### src/rtl/touch_pkg.sv
// Shared types and default parameters for the touch button controller.
package touch_pkg;

    typedef enum logic [2:0] {
        IDLE      = 3'd0,
        ARMING    = 3'd1,
        HELD      = 3'd2,
        LONG      = 3'd3,
        DISARMING = 3'd4
    } touch_state_e;

    localparam int DEB_N_DEF    = 4;
    localparam int LONG_N_DEF   = 200;
    localparam int REPEAT_N_DEF = 50;

endpackage

### src/rtl/touch_sample_cnt.sv
// Saturating sample counter with clear, load and increment; priority clear > load > inc.
module touch_sample_cnt #(
    parameter int W    = 8,
    parameter int MAX  = 1,
    parameter int LOAD = 1
) (
    input  logic         clk,
    input  logic         reset,
    input  logic         clear,
    input  logic         load,
    input  logic         inc,
    output logic [W-1:0] count
);

    localparam logic [W-1:0] MAX_V  = W'(MAX);
    localparam logic [W-1:0] LOAD_V = W'(LOAD);

    always_ff @(posedge clk or negedge reset) begin
        if (!reset) begin
            count <= '0;
        end else if (clear) begin
            count <= '0;
        end else if (load) begin
            count <= LOAD_V;
        end else if (inc && (count < MAX_V)) begin
            count <= count + W'(1);
        end
    end

endmodule

### src/rtl/touch_button_ctrl.sv
// Debounces a sampled touch-hit stream into press/release/long events and a toggle level.
// Optional auto-repeat press pulses while held long: define TOUCH_BUTTON_AUTOREPEAT_EN.
module touch_button_ctrl
    import touch_pkg::*;
#(
    parameter int DEB_N    = DEB_N_DEF,
    parameter int LONG_N   = LONG_N_DEF,
    parameter int REPEAT_N = REPEAT_N_DEF
) (
    input  logic         clk,
    input  logic         reset,
    input  logic         sample_valid,
    input  logic         hit,
    output logic         pressed,
    output logic         press_pulse,
    output logic         release_pulse,
    output logic         long_pulse,
    output logic         toggle,
    output touch_state_e dbg_state
);

    if (DEB_N < 1 || DEB_N > 255 || LONG_N <= DEB_N || LONG_N > 65535 ||
        REPEAT_N < 1 || REPEAT_N > 65535) begin : g_bad_params
        $error("touch_button_ctrl: parameter out of range");
    end

    localparam logic [7:0]  RUN_LAST  = 8'(DEB_N - 1);
    localparam logic [15:0] HOLD_LAST = 16'(LONG_N - 1);
    localparam logic [15:0] HOLD_TOP  = 16'(LONG_N);

    touch_state_e state, state_next;

    logic        run_clr, run_load, run_inc;
    logic        hold_clr, hold_load, hold_inc;
    logic [7:0]  run_cnt;
    logic [15:0] hold_cnt;
    logic        press_ev, release_ev, long_ev, repeat_ev;

    // Run counter serves both the arming streak and the release streak.
    touch_sample_cnt #(.W(8), .MAX(DEB_N), .LOAD(1)) u_run_cnt (
        .clk   (clk),
        .reset (reset),
        .clear (run_clr),
        .load  (run_load),
        .inc   (run_inc),
        .count (run_cnt)
    );

    touch_sample_cnt #(.W(16), .MAX(LONG_N), .LOAD(DEB_N)) u_hold_cnt (
        .clk   (clk),
        .reset (reset),
        .clear (hold_clr),
        .load  (hold_load),
        .inc   (hold_inc),
        .count (hold_cnt)
    );

    always_ff @(posedge clk or negedge reset) begin
        if (!reset) begin
            state <= IDLE;
        end else begin
            state <= state_next;
        end
    end

    always_comb begin
        state_next = state;
        run_clr    = 1'b0;
        run_load   = 1'b0;
        run_inc    = 1'b0;
        hold_clr   = 1'b0;
        hold_load  = 1'b0;
        hold_inc   = 1'b0;
        press_ev   = 1'b0;
        release_ev = 1'b0;
        long_ev    = 1'b0;
        if (sample_valid) begin
            unique case (state)
                IDLE: begin
                    if (hit) begin
                        if (DEB_N == 1) begin
                            state_next = HELD;
                            press_ev   = 1'b1;
                            hold_load  = 1'b1;
                        end else begin
                            state_next = ARMING;
                            run_load   = 1'b1;
                        end
                    end
                end
                ARMING: begin
                    if (!hit) begin
                        state_next = IDLE;
                        run_clr    = 1'b1;
                    end else if (run_cnt >= RUN_LAST) begin
                        state_next = HELD;
                        press_ev   = 1'b1;
                        run_clr    = 1'b1;
                        hold_load  = 1'b1;
                    end else begin
                        run_inc = 1'b1;
                    end
                end
                HELD, LONG: begin
                    if (hit) begin
                        if (state == HELD) begin
                            hold_inc = 1'b1;
                            if (hold_cnt >= HOLD_LAST) begin
                                state_next = LONG;
                                long_ev    = 1'b1;
                            end
                        end
                    end else if (DEB_N == 1) begin
                        state_next = IDLE;
                        release_ev = 1'b1;
                        hold_clr   = 1'b1;
                    end else begin
                        state_next = DISARMING;
                        run_load   = 1'b1;
                    end
                end
                DISARMING: begin
                    // The hold counter only saturates at LONG_N, so it records where we came from.
                    if (hit) begin
                        state_next = (hold_cnt >= HOLD_TOP) ? LONG : HELD;
                        run_clr    = 1'b1;
                    end else if (run_cnt >= RUN_LAST) begin
                        state_next = IDLE;
                        release_ev = 1'b1;
                        run_clr    = 1'b1;
                        hold_clr   = 1'b1;
                    end else begin
                        run_inc = 1'b1;
                    end
                end
                default: begin
                    state_next = IDLE;
                    run_clr    = 1'b1;
                    hold_clr   = 1'b1;
                end
            endcase
        end
    end

`ifdef TOUCH_BUTTON_AUTOREPEAT_EN
    localparam logic [15:0] REP_LAST = 16'(REPEAT_N - 1);

    logic        rep_clr, rep_inc;
    logic [15:0] rep_cnt;

    always_comb begin
        rep_clr   = release_ev;
        rep_inc   = 1'b0;
        repeat_ev = 1'b0;
        if (sample_valid && hit && (state == LONG)) begin
            if (rep_cnt >= REP_LAST) begin
                repeat_ev = 1'b1;
                rep_clr   = 1'b1;
            end else begin
                rep_inc = 1'b1;
            end
        end
    end

    touch_sample_cnt #(.W(16), .MAX(REPEAT_N), .LOAD(0)) u_rep_cnt (
        .clk   (clk),
        .reset (reset),
        .clear (rep_clr),
        .load  (1'b0),
        .inc   (rep_inc),
        .count (rep_cnt)
    );
`else
    assign repeat_ev = 1'b0;
`endif

    // Repeats reuse press_pulse but leave the toggle level alone.
    always_ff @(posedge clk or negedge reset) begin
        if (!reset) begin
            pressed       <= 1'b0;
            press_pulse   <= 1'b0;
            release_pulse <= 1'b0;
            long_pulse    <= 1'b0;
            toggle        <= 1'b0;
        end else begin
            press_pulse   <= press_ev | repeat_ev;
            release_pulse <= release_ev;
            long_pulse    <= long_ev;
            if (press_ev) begin
                pressed <= 1'b1;
                toggle  <= ~toggle;
            end else if (release_ev) begin
                pressed <= 1'b0;
            end
        end
    end

    assign dbg_state = state;

endmodule

### config.mk
export PLATFORM = sky130hd
export DESIGN_NAME = touch_button_ctrl
export DESIGN_NICKNAME = d
export VERILOG_FILES = /design/src/rtl/touch_pkg.sv /design/src/rtl/touch_sample_cnt.sv /design/src/rtl/touch_button_ctrl.sv
export SDC_FILE = /design/constraint.sdc
export NUM_CORES = 1
export LEC_CHECK = 0
export CAP_MARGIN = 40
export CORE_MARGIN = 2
export CORE_UTILIZATION = 54
export DETAILED_ROUTE_END_ITERATION = 8
export PLACE_DENSITY = 0.74
export SKIP_CTS_REPAIR_TIMING = 1
export SYNTH_ARGS = -nofsm -noshare
export SYNTH_HDL_FRONTEND = slang
export SYNTH_HIERARCHICAL = 1
export SYNTH_SLANG_ARGS = --single-unit
export TNS_END_PERCENT = 20
### constraint.sdc
create_clock -name clk -period 2.8 [get_ports clk]
set_input_delay 0.84 -clock clk [delete_from_list [all_inputs] [get_ports clk]]
set_output_delay 0.84 -clock clk [all_outputs]
set_load 0.02 [all_outputs]
# --- After elaboration in Yosys (flattened, before gate mapping) ---
# Index checks and enable logic that the tools add are counted.
classes:
  add_sub_neg: 2
  n_mul: 0
  div: 0
  order_cmp: 5
  eq_ne: 9
  shifts: 0
  mux: 49
  bitwise: 1
  reduce_logical: 10
ops:
  columns: ["op", "n"]
  rows:
  - ["16-bit 2-to-1 mux", 3]
  - ["16-bit by 8-bit greater-or-equal comparator with 1-bit output (second input constant)", 2]
  - ["1-bit 2-to-1 mux", 30]
  - ["3-bit 2-to-1 mux", 8]
  - ["8-bit 2-to-1 mux", 3]
  - ["16-bit by 1-bit adder with 16-bit output (second input constant)", 1]
  - ["16-bit by 8-bit less-than comparator with 1-bit output (second input constant)", 1]
  - ["3-bit inequality test (second input constant)", 4]
  - ["3-bit one-hot mux with 4 select lines", 1]
  - ["8-bit by 1-bit adder with 8-bit output (second input constant)", 1]
  - ["8-bit by 2-bit greater-or-equal comparator with 1-bit output (second input constant)", 1]
  - ["8-bit by 3-bit less-than comparator with 1-bit output (second input constant)", 1]
  - ["3-bit by 2-bit == test with 1-bit output (second input constant)", 2]
  - ["1-bit one-hot mux with 2 select lines", 3]
  - ["6-bit AND reduction", 1]
  - ["3-bit nonzero test", 2]
  - ["4-bit OR reduction", 1]
  - ["3-bit by 1-bit == test with 1-bit output (second input constant)", 1]
  - ["3-bit == test (second input constant)", 1]
  - ["3-bit zero test", 1]
  - ["1-bit one-hot mux with 3 select lines", 1]
  - ["3-bit OR reduction", 1]
  - ["1-bit logical AND", 2]
  - ["2-bit inequality test (second input constant)", 1]
  - ["other kinds (3)", 3]
word_totals:
  ff_bits: 32
  latch_bits: 0
  mem_bits_rw: 0
  romBits: 0
  input_bits: 4
  output_inout_bits: 8
  wordCells: 84
  n_memories: 0

# --- Logic depth before layout (Yosys ltp) ---
logic_depth:
  ltp_word: 9
  ltp_mapped: 8
  ltp_nobuf: 7

# --- Hierarchy ---
# Netlist, hierarchy kept.
modules_own_cells:
  columns: ["mod", "instances", "cells_per_inst", "area_per_inst_um2", "seq_area_each_um2"]
  rows:
  - ["touch_sample_cnt at u_hold_cnt", 1, 64, 704.4, 400.4]
  - ["touch_button_ctrl", 1, 66, 624.3, 200.2]
  - ["touch_sample_cnt at u_run_cnt", 1, 25, 341.6, 200.2]

# --- Worst setup path after synthesis ---
# OpenSTA, ideal clock, no wires.
synth_timing:
  path_type: "in2reg"
  startpoint: "input port hit"
  endpoint: "register u_hold_cnt.count[5]"
  setup_time_ns: 0.077
  arrival_time_ns: 2.329
  required_time_ns: 2.723
  slack_ns: 0.393
  path_stages: 7
  n_path_buf: 0
  path_cell_list: "and2b_1 nand2_1 nor3b_1 nor4b_2 nand4_2 or4_1 a21oi_1"
synth_via:
  elab_chain_cells: 5
  word_cells_on_any_way: 13
  classes_between: "mux (11); reduce/logical (2)"
synth_lines:
  columns: ["item", "line_no", "source"]
  rows:
  - ["start, declared", "touch_button_ctrl.sv:13", "input logic hit,"]
  - ["1-bit 2-to-1 mux", "touch_button_ctrl.sv:105", "if (hit) begin"]
  - ["1-bit 2-to-1 mux", "touch_button_ctrl.sv:78", "unique case (state)"]
  - ["1-bit 2-to-1 mux", "touch_button_ctrl.sv:77", "if (sample_valid) begin"]
  - ["net hold_inc", "touch_button_ctrl.sv:34", "logic hold_clr, hold_load, hold_inc;"]
  - ["1-bit logical AND", "touch_sample_cnt.sv:25", "end else if (inc && (count < MAX_V)) begin"]
  - ["3-bit nonzero test (no line)", null, null]
  - ["end signal, assigned", "touch_sample_cnt.sv:26", "count <= count + W'(1);"]
  - ["end, declared", "touch_sample_cnt.sv:12", "output logic [W-1:0] count"]
# The timed path passes the listed nets, and every way through them passes these cells.
# A chain may end at the register's enable or synchronous reset.

# --- Final worst setup path ---
layout_timing:
  startpoint: "input port hit"
  endpoint: "register u_hold_cnt.count[6]"
# Same word-level chain as after synthesis.

==> impl_metrics.env <==
export IMPL_nets=180
export IMPL_synthAdderAreaFrac_pct=1.50
export IMPL_die_x_um=59.6
export IMPL_power_frac_comb_pct=28.6
export IMPL_die_y_um=59.6
export IMPL_syn_cell_area_um2=1670
export IMPL_finalCritPeriodShare_pct=93.9
export IMPL_routed_via_density=6.16
export IMPL_drc=0
export IMPL_seqPwrFrac_pct=43.3
export IMPL_hold_viol=0
export IMPL_switching_share_pct=32.9
export IMPL_clk_latency_ns=0.34
export IMPL_die_area_um2=3550
export IMPL_yosys_area_share_simple_pct=26.9
export IMPL_maxSlewViolCount=0
export IMPL_final_common_cell="dfrtp_1"
export IMPL_place_gp_congestion=0.859
export IMPL_num_rows=20
export IMPL_path_buf_inv=1
export IMPL_setup_viol=0
export IMPL_critical_path_top_delay_family="simple AND/OR/NAND/NOR gates"
export IMPL_detail_route_antenna_nets=0
export IMPL_diodes=0
export IMPL_cp_slowest_cell="or4_1"
export IMPL_cts_sinks=32
export IMPL_final_cells=208
export IMPL_fin_area_um2=1920
export IMPL_cts_root_buffer="clkbuf_4"
export IMPL_grt_pass1_wl_um=5600
export IMPL_fill_cells=247
export IMPL_wl_um=3280
export IMPL_synth_xor_area_share_pct=1.05
export IMPL_cap_violations=0
export IMPL_num_vias=1281
export IMPL_port_buffers=11
export IMPL_end_kind="flip-flop"
export IMPL_critPathArrivalTime_ns=2.90
export IMPL_clock_path_buffers=2
export IMPL_path_clk_slew_ns=0.10
export IMPL_ys_warn_count=6
export IMPL_syn_area_per_cell_um2=10.8
export IMPL_ioPinCount=12
export IMPL_ys_ff_latch=32
export IMPL_worst_pin_slew_ns=0.570
export IMPL_fin_crit_ns=2.63
export IMPL_route_detailed_wl_per_inst_um=15.8
export IMPL_start_kind="primary input"
export IMPL_finClkSkew_ns=0.00886
export IMPL_synth_mux_area_share_pct=0.674
export IMPL_cts_buffers=5
export IMPL_slew_headroom_pct=61.9
export IMPL_postPlaceCellArea_um2=1810
export IMPL_synth_edff_count=0
export IMPL_cp_required_ns=3.08
export IMPL_ir_worst_vdd_mv=0.431
export IMPL_area_delta_synth_final_pct=15.1
export IMPL_firstDrtPassIters=5
export IMPL_switching_power_w=0.000464
export IMPL_synth_compound_area_share_pct=16.6
export IMPL_synth_ff_type="dfrtp_1"
export IMPL_grt_pass1_vias=1200
export IMPL_power_density_nw_per_um2=733
export IMPL_grt_ovfl_total=0
export IMPL_ys_seq_area_share_pct=47.9
export IMPL_gr_usage_all_layers_pct=21.5
export IMPL_grt_max_degree=33
export IMPL_worst_setup_path_type="primary input to flip-flop"
export IMPL_synth_cells=155
export IMPL_ff2ff_setup_slack_ns=0.52
export IMPL_path_cells="clkdlybuf4s50_1 > and2b_1 > nand2_1 > nor3b_2 > nor4b_4 > nand4_2 > or4_1 > a21oi_1"
export IMPL_ys_types=53
export IMPL_outcome="finished clean"
export IMPL_core_area_um2=3000
export IMPL_cp_slowest_stage_delay_ns=0.55
export IMPL_initialDrtViolationCount=77
export IMPL_dp_cells=200
export IMPL_initial_core_util_pct=55.6
export IMPL_synth_nets=161
export IMPL_fin_util_pct=64.0
export IMPL_drive_above_1_share_pct=17.7
export IMPL_crit_fanout=4
export IMPL_leakage_nw=0.865
export IMPL_internal_power_w=0.000945
export IMPL_rsz0062_at_grt="false"
export IMPL_antenna_found_initial=0
export IMPL_synth_top_family_by_area="simple AND/OR/NAND/NOR gates"
export IMPL_final_cell_mix="32 x dfrtp_1, 13 x and2_1, 11 x clkdlybuf4s50_1"
export IMPL_min_path_type="flip-flop to flip-flop"
export IMPL_power_frac_clock_pct=28.1
export IMPL_dp_hpwl_um=2340
export IMPL_tritoncts="yes"
export IMPL_async_reset_ff_share_pct=100
export IMPL_htreeDepth=2
export IMPL_max_freq_mhz=380
[metrics by stage]
| step | hold WS (ns) | setup WS, ns | setup TNS [ns] | power (W) |
|---|---|---|---|---|
| floorplan | 0.478 | 0.393 | 0 | 0.000895 |
| global placement | 0.459 | -0.169 | -0.949 | 0.000990 |
| detailed placement | 0.467 | -0.239 | -1.46 | 0.00101 |
| CTS | 0.479 | 0.111 | 0 | 0.00141 |
| global route | 0.493 | 0.0733 | 0 | 0.00151 |
| finish | 0.473 | 0.171 | 0 | 0.00141 |
[layout make-up]
type | count | area (µm²) | area share [%]
Clock buffer | 7 | 65.1 | 3.38
Clock inverter | 1 | 30.0 | 1.56
Inverter | 6 | 22.5 | 1.17
Multi-Input combinational cell | 110 | 793 | 41.2
Sequential cell | 32 | 801 | 41.6
Tap cell | 33 | 41.3 | 2.15
Timing Repair Buffer | 19 | 170 | 8.85
[final timing paths]
check	startpoint	to	cells after the start
max	hit	u_hold_cnt/count[6]	8
min	toggle	toggle	1
max reg2reg	dbg_state[2]	u_hold_cnt/count[6]	7
min reg2reg	toggle	toggle	1
max in group asynchronous	reset	u_hold_cnt/count[11]	2
min in group asynchronous	reset	u_hold_cnt/count[6]	2
[power groups by stage]
stage,registers [W],clock network [W],logic (W)
floorplan,0.000600,0,0.000295
global placement,0.000608,0,0.000381
detailed placement,0.000614,0,0.000399
CTS,0.000607,0.000403,0.000401
global route,0.000623,0.000435,0.000449
finish,0.000610,0.000397,0.000403
[synth_stat cells, types with 3 or more instances]
master,instances,area (µm²)
dfrtp_1,32,801
and2_1,13,81.3
nand2_1,10,37.5
a21oi_1,8,40.0
inv_1,6,22.5
nor2_1,6,22.5
nand3_1,5,25.0
o21ai_1,5,25.0
nor3_1,4,20.0
o21a_1,4,30.0
o31ai_1,4,30.0
and3_1,3,18.8
buf_4,3,22.5
nor3b_1,3,22.5
nor4_1,3,18.8
or3_1,3,18.8
[state kept, by name, summed over array words and instances (netlist names)]
signal	count
dbg_state	3
long_pulse	1
press_pulse	1
pressed	1
release_pulse	1
toggle	1
u_hold_cnt/count	16
u_run_cnt/count	8
[worst register-to-register path: stages, from the launching register on]
cell and delay (ns):
dfrtp_1 0.51, and2b_1 0.27, nand2_1 0.09, nor3b_2 0.24, nor4b_4 0.23, nand4_2 0.18
or4_1 0.55, a21oi_1 0.15
[routing by layer]
| metal | global-route usage [%] | up-vias | share of wire, % | routed length, µm |
|---|---|---|---|---|
| met4 | 8.89 | 0 | 1.8 | 59 |
| met2 | 34.1 | 37 | 50 | 1630 |
| met5 | 0 | - | 0 | 0 |
| met3 | 6.99 | 7 | 4.3 | 141 |
| met1 | 27.1 | 634 | 44 | 1460 |
| li1 | - | 603 | - | - |
[cells by family (layout without fill, tap and decap cells)]
| group | Yosys count | count (layout) |
|---|---|---|
| AO/OA/AOI/OAI | 37 | 37 |
| flip-flops | 32 | 32 |
| multiplexers | 1 | 1 |
| adder cells (fa/ha/maj) | 2 | 2 |
| AND/OR/NAND/NOR | 68 | 68 |
| XOR/XNOR | 2 | 2 |
| buffers and inverters | 13 | 33 |
No activity file was read; power rests on OpenSTA's default activity.
